File: config.mk
export PLATFORM = sky130hd
export DESIGN_NAME = bus_controller
export DESIGN_NICKNAME = d
export VERILOG_FILES = /design/src/rtl/bus_controller_pkg.sv /design/src/rtl/bus_controller_arbiter.sv /design/src/rtl/bus_controller.sv
export SDC_FILE = /design/constraint.sdc
export NUM_CORES = 1
export LEC_CHECK = 0
export CAP_MARGIN = 20
export CORE_ASPECT_RATIO = 1.4
export CORE_UTILIZATION = 44
export CTS_BUF_LIST = sky130_fd_sc_hd__clkbuf_16
export CTS_CLUSTER_DIAMETER = 80
export DETAILED_ROUTE_END_ITERATION = 8
export GPL_TIMING_DRIVEN = 0
export PLACE_DENSITY = 0.86
export SLEW_MARGIN = 5
export SYNTH_ARGS = -nofsm -noshare
export SYNTH_HDL_FRONTEND = slang
export SYNTH_SLANG_ARGS = --single-unit
File: constraint.sdc
create_clock -name clock -period 3.8 [get_ports clock]
set_input_delay 1.14 -clock clock [delete_from_list [all_inputs] [get_ports clock]]
set_output_delay 1.14 -clock clock [all_outputs]
set_load 0.05 [all_outputs]
File: src/rtl/bus_controller_pkg.sv
// Shared definitions for the snooping-bus responder: message types, bus FSM
// states and the MSI line states used by the cache-side FSMs.
package bus_controller_pkg;

    localparam logic [1:0] MSG_RD_MISS = 2'b00;
    localparam logic [1:0] MSG_WR_MISS = 2'b01;
    localparam logic [1:0] MSG_INV     = 2'b10;
    localparam logic [1:0] MSG_WB      = 2'b11;

    typedef enum logic [2:0] {
        ST_IDLE      = 3'd0,
        ST_SNOOP     = 3'd1,
        ST_MEM_READ  = 3'd2,
        ST_WB        = 3'd3,
        ST_MEM_WRITE = 3'd4,
        ST_DONE      = 3'd5
    } bus_state_e;

    typedef enum logic [1:0] {
        MSI_I = 2'b00,
        MSI_S = 2'b01,
        MSI_M = 2'b10
    } msi_state_e;

endpackage

File: src/rtl/bus_controller_arbiter.sv
// Two-requester round-robin arbiter; the pointer moves to the other cache
// whenever a grant is issued.
module rr_arbiter (
    input  logic       clock,
    input  logic       reset,
    input  logic [1:0] req,
    input  logic       grant_en,
    output logic       grant_valid,
    output logic       grant_idx
);

    logic ptr_q;
    logic ptr_d;

    always_comb begin
        grant_valid = grant_en & (|req);
        grant_idx   = (req == 2'b11) ? ptr_q : req[1];
        ptr_d       = ptr_q;
        if (grant_valid) begin
            ptr_d = ~grant_idx;
        end
    end

    always_ff @(posedge clock or posedge reset) begin
        if (reset) begin
            ptr_q <= 1'b0;
        end else begin
            ptr_q <= ptr_d;
        end
    end

endmodule

File: src/rtl/bus_controller.sv
// Shared-bus responder for two MSI snooping caches: arbitrates, broadcasts the
// winning message to the other cache, then services it against main memory.
module bus_controller
    import bus_controller_pkg::*;
#(
    parameter int ADDR_W      = 4,
    parameter int DATA_W      = 8,
    parameter int MEM_LATENCY = 2
) (
    input  logic                clock,
    input  logic                reset,
    input  logic [1:0]          req_valid,
    input  logic [3:0]          req_type,
    input  logic [2*ADDR_W-1:0] req_addr,
    input  logic [2*DATA_W-1:0] req_data,
    output logic [1:0]          req_done,
    output logic [DATA_W-1:0]   resp_data,
    output logic [1:0]          snoop_valid,
    output logic [1:0]          snoop_type,
    output logic [ADDR_W-1:0]   snoop_addr,
    input  logic [1:0]          snoop_wb,
    input  logic [2*DATA_W-1:0] snoop_data,
    output logic [ADDR_W-1:0]   mem_addr,
    output logic                mem_we,
    output logic [DATA_W-1:0]   mem_wdata,
    input  logic [DATA_W-1:0]   mem_rdata,
    output logic [2:0]          bus_state,
    output logic                grant_id
);

    localparam int CNT_W = $clog2(MEM_LATENCY + 1);

    bus_state_e          state_q, state_d;
    logic                grant_q, grant_d;
    logic [1:0]          type_q, type_d;
    logic [ADDR_W-1:0]   addr_q, addr_d;
    logic [DATA_W-1:0]   data_q, data_d;
    logic [CNT_W-1:0]    cnt_q, cnt_d;
    logic [DATA_W-1:0]   resp_q, resp_d;

    logic                arb_valid;
    logic                arb_idx;
    logic [1:0]          sel_type;
    logic [ADDR_W-1:0]   sel_addr;
    logic [DATA_W-1:0]   sel_data;
    logic                other_wb;
    logic [DATA_W-1:0]   other_data;

    rr_arbiter u_arb (
        .clock       (clock),
        .reset       (reset),
        .req         (req_valid),
        .grant_en    (state_q == ST_IDLE),
        .grant_valid (arb_valid),
        .grant_idx   (arb_idx)
    );

    // Only the non-granted cache's snoop reply matters.
    always_comb begin
        sel_type   = arb_idx ? req_type[3:2] : req_type[1:0];
        sel_addr   = arb_idx ? req_addr[ADDR_W +: ADDR_W] : req_addr[0 +: ADDR_W];
        sel_data   = arb_idx ? req_data[DATA_W +: DATA_W] : req_data[0 +: DATA_W];
        other_wb   = grant_q ? snoop_wb[0] : snoop_wb[1];
        other_data = grant_q ? snoop_data[0 +: DATA_W] : snoop_data[DATA_W +: DATA_W];
    end

    always_comb begin
        state_d     = state_q;
        grant_d     = grant_q;
        type_d      = type_q;
        addr_d      = addr_q;
        data_d      = data_q;
        cnt_d       = cnt_q;
        resp_d      = resp_q;
        req_done    = 2'b00;
        snoop_valid = 2'b00;
        snoop_type  = 2'b00;
        snoop_addr  = '0;
        mem_addr    = '0;
        mem_we      = 1'b0;
        mem_wdata   = '0;

        case (state_q)
            ST_IDLE: begin
                if (arb_valid) begin
                    grant_d = arb_idx;
                    type_d  = sel_type;
                    addr_d  = sel_addr;
                    data_d  = sel_data;
                    state_d = (sel_type == MSG_WB) ? ST_MEM_WRITE : ST_SNOOP;
                end
            end
            ST_SNOOP: begin
                snoop_valid = grant_q ? 2'b01 : 2'b10;
                snoop_type  = type_q;
                snoop_addr  = addr_q;
                cnt_d       = '0;
                case (type_q)
                    MSG_RD_MISS, MSG_WR_MISS: begin
                        if (other_wb) begin
                            // Dirty owner supplies the block; memory read is skipped.
                            data_d  = other_data;
                            state_d = ST_WB;
                        end else begin
                            state_d = ST_MEM_READ;
                        end
                    end
                    default: state_d = ST_DONE;
                endcase
            end
            ST_MEM_READ: begin
                mem_addr = addr_q;
                cnt_d    = cnt_q + CNT_W'(1);
                if (cnt_q == CNT_W'(MEM_LATENCY - 1)) begin
                    resp_d  = mem_rdata;
                    state_d = ST_DONE;
                end
            end
            ST_WB: begin
                mem_addr  = addr_q;
                mem_we    = 1'b1;
                mem_wdata = data_q;
                resp_d    = data_q;
                state_d   = ST_DONE;
            end
            ST_MEM_WRITE: begin
                mem_addr  = addr_q;
                mem_we    = 1'b1;
                mem_wdata = data_q;
                resp_d    = '0;
                state_d   = ST_DONE;
            end
            ST_DONE: begin
                req_done = grant_q ? 2'b10 : 2'b01;
                state_d  = ST_IDLE;
            end
            default: state_d = ST_IDLE;
        endcase
    end

    always_ff @(posedge clock or posedge reset) begin
        if (reset) begin
            state_q <= ST_IDLE;
            grant_q <= 1'b0;
            type_q  <= 2'b00;
            addr_q  <= '0;
            data_q  <= '0;
            cnt_q   <= '0;
            resp_q  <= '0;
        end else begin
            state_q <= state_d;
            grant_q <= grant_d;
            type_q  <= type_d;
            addr_q  <= addr_d;
            data_q  <= data_d;
            cnt_q   <= cnt_d;
            resp_q  <= resp_d;
        end
    end

    assign bus_state = state_q;
    assign grant_id  = grant_q;
    assign resp_data = resp_q;

endmodule

Word-level counts from Yosys, hierarchy flattened:

Index checks and enable logic that the tools add are counted.

* word-level logic and storage cells: 65
* bits in registers: 29

* reductions and logical operators: 13
* bitwise logic cells: 2
* add/subtract/negate cells: 1
* multiplexer cells: 28
* equality and inequality tests: 13

Operator list (number)
* $mux W8: 7
* $pmux W8 S3: 1
* $pmux W8 S2: 1
* $mux W2: 6
* $mux W3: 4
* $mux W4: 3
* $pmux W3 S4: 1
* $ne A2 B2 Y1 const B: 4
* $eq A3 B2 Y1 const B: 2
* $eq A3 B3 Y1 const B: 2
* $reduce_and A2 Y1: 3
* $reduce_or A2 Y1: 3
* $eq A2 B1 Y1 const B: 2
* $eq A2 B2 Y1 const B: 2
* $mux W1: 4
* $pmux W2 S2: 1
* $reduce_and A4 Y1: 1
* $reduce_bool A2 Y1: 2
* $eq A3 B1 Y1 const B: 1
* $logic_not A3 Y1: 1
* $reduce_bool A3 Y1: 1
* $reduce_or A3 Y1: 1
* $add A2 B1 Y2 const B: 1
* $logic_not A2 Y1: 1
* other kinds (2): 2

Longest topological paths before layout:

* word-level depth: 7
* depth in mapped cells: 7
* depth with buffers taken out: 6

By module:

A second synthesis with hierarchy kept.

* cells, all modules: 195
* area total of the unflattened synthesis: 1950.6 µm²

Modules (own cells, without submodules)
* bus_controller: times used 1, seq. area each 700.7 µm², cells an instance 188, area each 1891.8 µm²
* rr_arbiter: times used 1, seq. area each 25.0 µm², cells an instance 7, area each 58.8 µm²

Least setup slack after synthesis:

No wires, ideal clock.

* path type: reg2out
* start point: register state_q[1], in the netlist bus_state[1]
* end point: output port snoop_type[1]
* data required time: 2.660 ns
* stages on the path, launching flop included: 6
* arrival time: 2.099 ns
* slack: 0.561 ns
* path through: dfrtp_1 > buf_2 > or3b_1 > buf_2 > buf_6 > nor2_1

* word-level cells in the longest chain between the ends: 2

RTL lines
* start: declaration: RTL line bus_controller.sv:33 `bus_state_e state_q, state_d;`
* start signal: assignment: RTL line bus_controller.sv:151 `state_q <= state_d;`
* $eq A3 B1 Y1: RTL line bus_controller.sv:83 `case (state_q)`
* $mux W2: RTL line bus_controller.sv:83
* end: declaration: RTL line bus_controller.sv:19 `output logic [1:0] snoop_type,`

No other way between the ends.

Worst setup path after layout:

* start point: register state_q[1], in the netlist bus_state[1]
* end point: output port mem_wdata[2]

* word-level cells in the longest chain between the ends: 3
* elaborated cells between the ends (all ways): 4
* classes of those cells: 2 x eq/ne; 1 x mux; 1 x reduce/logical

RTL lines
* $eq A3 B3 Y1 or $eq A3 B2 Y1 (tied branches): RTL line bus_controller.sv:83
* $reduce_or A2 Y1 (no line) *
* $mux W8 *: RTL line bus_controller.sv:83
* end: declaration: RTL line bus_controller.sv:25 `output logic [DATA_W-1:0] mem_wdata,`

Mark *: on every way between the ends. The rest lies on a longest branch, timed or not.

==> flow_summary.yaml <==
drt:
  vias: 1913
  wl_met2_mm: 2.76
  drt-met1-wl_mm: 2.19
  dr.max_layer_used: "met4"
  drt.antenna.violating_nets: 0
  first_iter_violations: 39
  first_pass_iters: 6
  drc_errors: 3
  via_per_inst: 5.27
  detail_route.wl_per_cell_um: 14.4
  wirelength_mm: 5.21
  wl_met3_um: 185
setup_path:
  critPathRequiredTime_ns: 2.66
  start_kind: "register"
  cp_slowest_stage_delay_ns: 0.83
  critPathLaunch: "bus_state[1]"
  crit_type: "reg2out"
  crit_path_end_kind: "output port"
  crit_path_frequent_cell: "buf_2"
  worstPathCellList: "buf_2 -> nor2_2 -> a21oi_4 -> buf_2 -> nor2b_1 -> clkdlybuf4s50_1"
  cp_max_fo: 10
  r2r-start: "bus_state[1]"
  slowest_stage: "clkdlybuf4s50_1"
  critPathArrivalTime_ns: 2.53
synthesis:
  ys.flop_type: "dfrtp_1"
  synth_cells: 219
  ys_ff_latch: 29
  syn_avg_cell_area_um2: 8.68
  yosysWarnings: 0
  synth_nets: 278
  synth_edf_count: 0
  synth_cell_types: 39
  yosysSeqAreaShare_pct: 38.2
  synth.cell_area_um2: 1900
  async_flop_share_pct: 100
floorplanning:
  initial_utilization_pct: 47.3
  die-area_um2: 4590
  core_area_um2: 4020
  die_x_um: 57.5
  die_h_um: 79.8
  fp-row-count: 27
  num_io_pins: 93
run_status:
  violations: "DRC"
  status: "complete, but fails checks"
placed_design:
  io_buffers: 92
  dp.final_hpwl_mm: 4.14
  dp.cells: 355
  pre_cts_slack_ns: 0.434
  gp_congestion: 0.883
clock_tree:
  cts_buffers: 5
  cts-root-buf: "clkbuf_16"
  cts_setup_buffers: 0
  cts_tree: "done"
  clk_pin_slew_ns: 0.05
  clock_latency_ns: 0.28
  cts_sinks: 29
  cts_buffer_depth: 2
  h-tree-depth: 2
timing:
  timing.setup.tns_ns: 0
  fin_crit_ns: 3.67
  setup_ws_ns: 0.128
  hold_viol_final: 0
  fmax_mhz: 272
  max-slew-margin-rel_pct: 58.4
  timing.hold.ws_ns: 0.471
  worstMarginPinSlew_ns: 0.624
  fin_skew_ns: 0.00512
  setup_viol: 0
  timing.final.max_slew_violations: 0
  period_share_pct: 96.6
  rsz0062_at_grt: "false"
grt:
  grtUsageTotal_pct: 24.5
  grt_pass1_vias: 1902
  grt_pass1_wl_mm: 8.63
  grt_overflow: 0
  antenna_found_initial: 0
  grt_start_max_net_pins: 17
cells_and_area:
  fin_cells: 363
  nFillCells: 304
  nets: 378
  register_area_um2: 726
  syn2layout_area_growth_pct: 60.1
  drive_gt1_share_pct: 11.3
  multiInputGateArea_um2: 1070
  antennaDiodeCount: 0
power:
  power_density_nw_per_um2: 849
  ir_drop_uv: 419
  p_leak_nw: 1.27
flow_run:
  maxCapViolations: 0
hold_path:
  min_path_type: "reg2reg"
  worstHoldStart: "resp_data[4]"
[metal layers]
metal,GRT usage [%],vias to the layer above
li1,-,969
met1,29.0,882
met2,43.5,54
met3,4.21,8
met4,9.27,0
met5,0,-
[cells by family after synthesis]
family,count (synthesis),synth area share (%)
mux,7,3.75
flops,29,38.2
fa+ha+maj,1,0.658
compound gates,77,28.2
buf+inv,20,5.40
simple gates,85,23.8
[cell usage after synthesis (all sizes together), types with 2 or more instances]
library cell	count	area, µm²
nand2	34	128
dfrtp	29	726
o21ai	28	140
nor2b	24	150
a21oi	19	106
buf	12	72.6
a22oi	9	72.6
a211oi	8	100
nor2	8	32.5
o31ai	8	70.1
and2	6	37.5
mux2i	6	60.1
inv	5	18.8
clkbuf	3	11.3
nor3	3	20.0
a31oi	2	12.5
or2	2	12.5
[through the flow]
| step | instance area (µm²) | utilization, % | power [mW] |
|---|---|---|---|
| floorplan | 1900 | - | 1.72 |
| global route | 3040 | 75.7 | 2.74 |
| detailed placement | 2900 | 72.2 | 2.22 |
| global placement | 2880 | 71.5 | 2.19 |
| finish | 3040 | 75.7 | 2.58 |
| CTS | 3040 | 75.6 | 2.59 |
[where the power goes]
| group | internal, mW | switching, mW | total [mW] |
|---|---|---|---|
| Sequential | 0.459 | 0.111 | 0.570 |
| Clock | 0.236 | 0.131 | 0.367 |
| Combinational | 0.612 | 1.04 | 1.65 |
[cell usage in the layout, fill, tap and decap left out, drive strengths merged, types with 2 or more instances in the layout]
cell / n
a211oi: 8
clkinv: 3
mux2i: 6
o31ai: 8
or2: 2
nor2: 8
nor3: 3
inv: 5
a21oi: 19
a22oi: 9
a31oi: 2
dfrtp: 29
clkdlybuf4s50: 91
nand2: 34
nor2b: 24
clkbuf: 8
buf: 13
and2: 6
o21ai: 28
[worst paths after layout]
path | to | slack (ns) | cells past startpoint
max | mem_wdata[2] | 0.13 | 6
min | resp_data[4] | 0.47 | 2
max reg2reg | data_q[5] | 2.04 | 6
min reg2reg | resp_data[4] | 0.47 | 2
max in group asynchronous | bus_state[2] | 2.06 | 3
min in group asynchronous | cnt_q[0] | 1.24 | 2
[layout make-up]
type	count	share of cell area, %
Multi-Input combinational cell	170	35.2
Timing Repair Buffer	93	31.2
Sequential cell	29	23.8
Clock buffer	5	4.11
Buffer	15	2.75
Tap cell	43	1.77
Inverter	5	0.617
Clock inverter	3	0.411
[timing repair]
| action | CTS | global route |
|---|---|---|
| gates resized for setup | 0 | 1 |
| hold buffers | 0 | 0 |
| setup endpoints to repair | 0 | 1 |
[sequential cells by signal (all words and copies together), names as in the netlist]
name         cells
cnt_q            2
resp_data        8
type_q           2
bus_state        3
data_q           8
addr_q           4
u_arb.ptr_q      1
grant_id         1
[worst max-delay path, delay by kind of cell, from the launching register on]
| family | cells | cell delay [ns] |
|---|---|---|
| AND/OR/NAND/NOR | 2 | 0.48 |
| buffers and inverters | 3 | 1.24 |
| flip-flops | 1 | 0.39 |
| AO/OA/AOI/OAI | 1 | 0.15 |
Note: power is estimated with default switching activity, not from simulation.
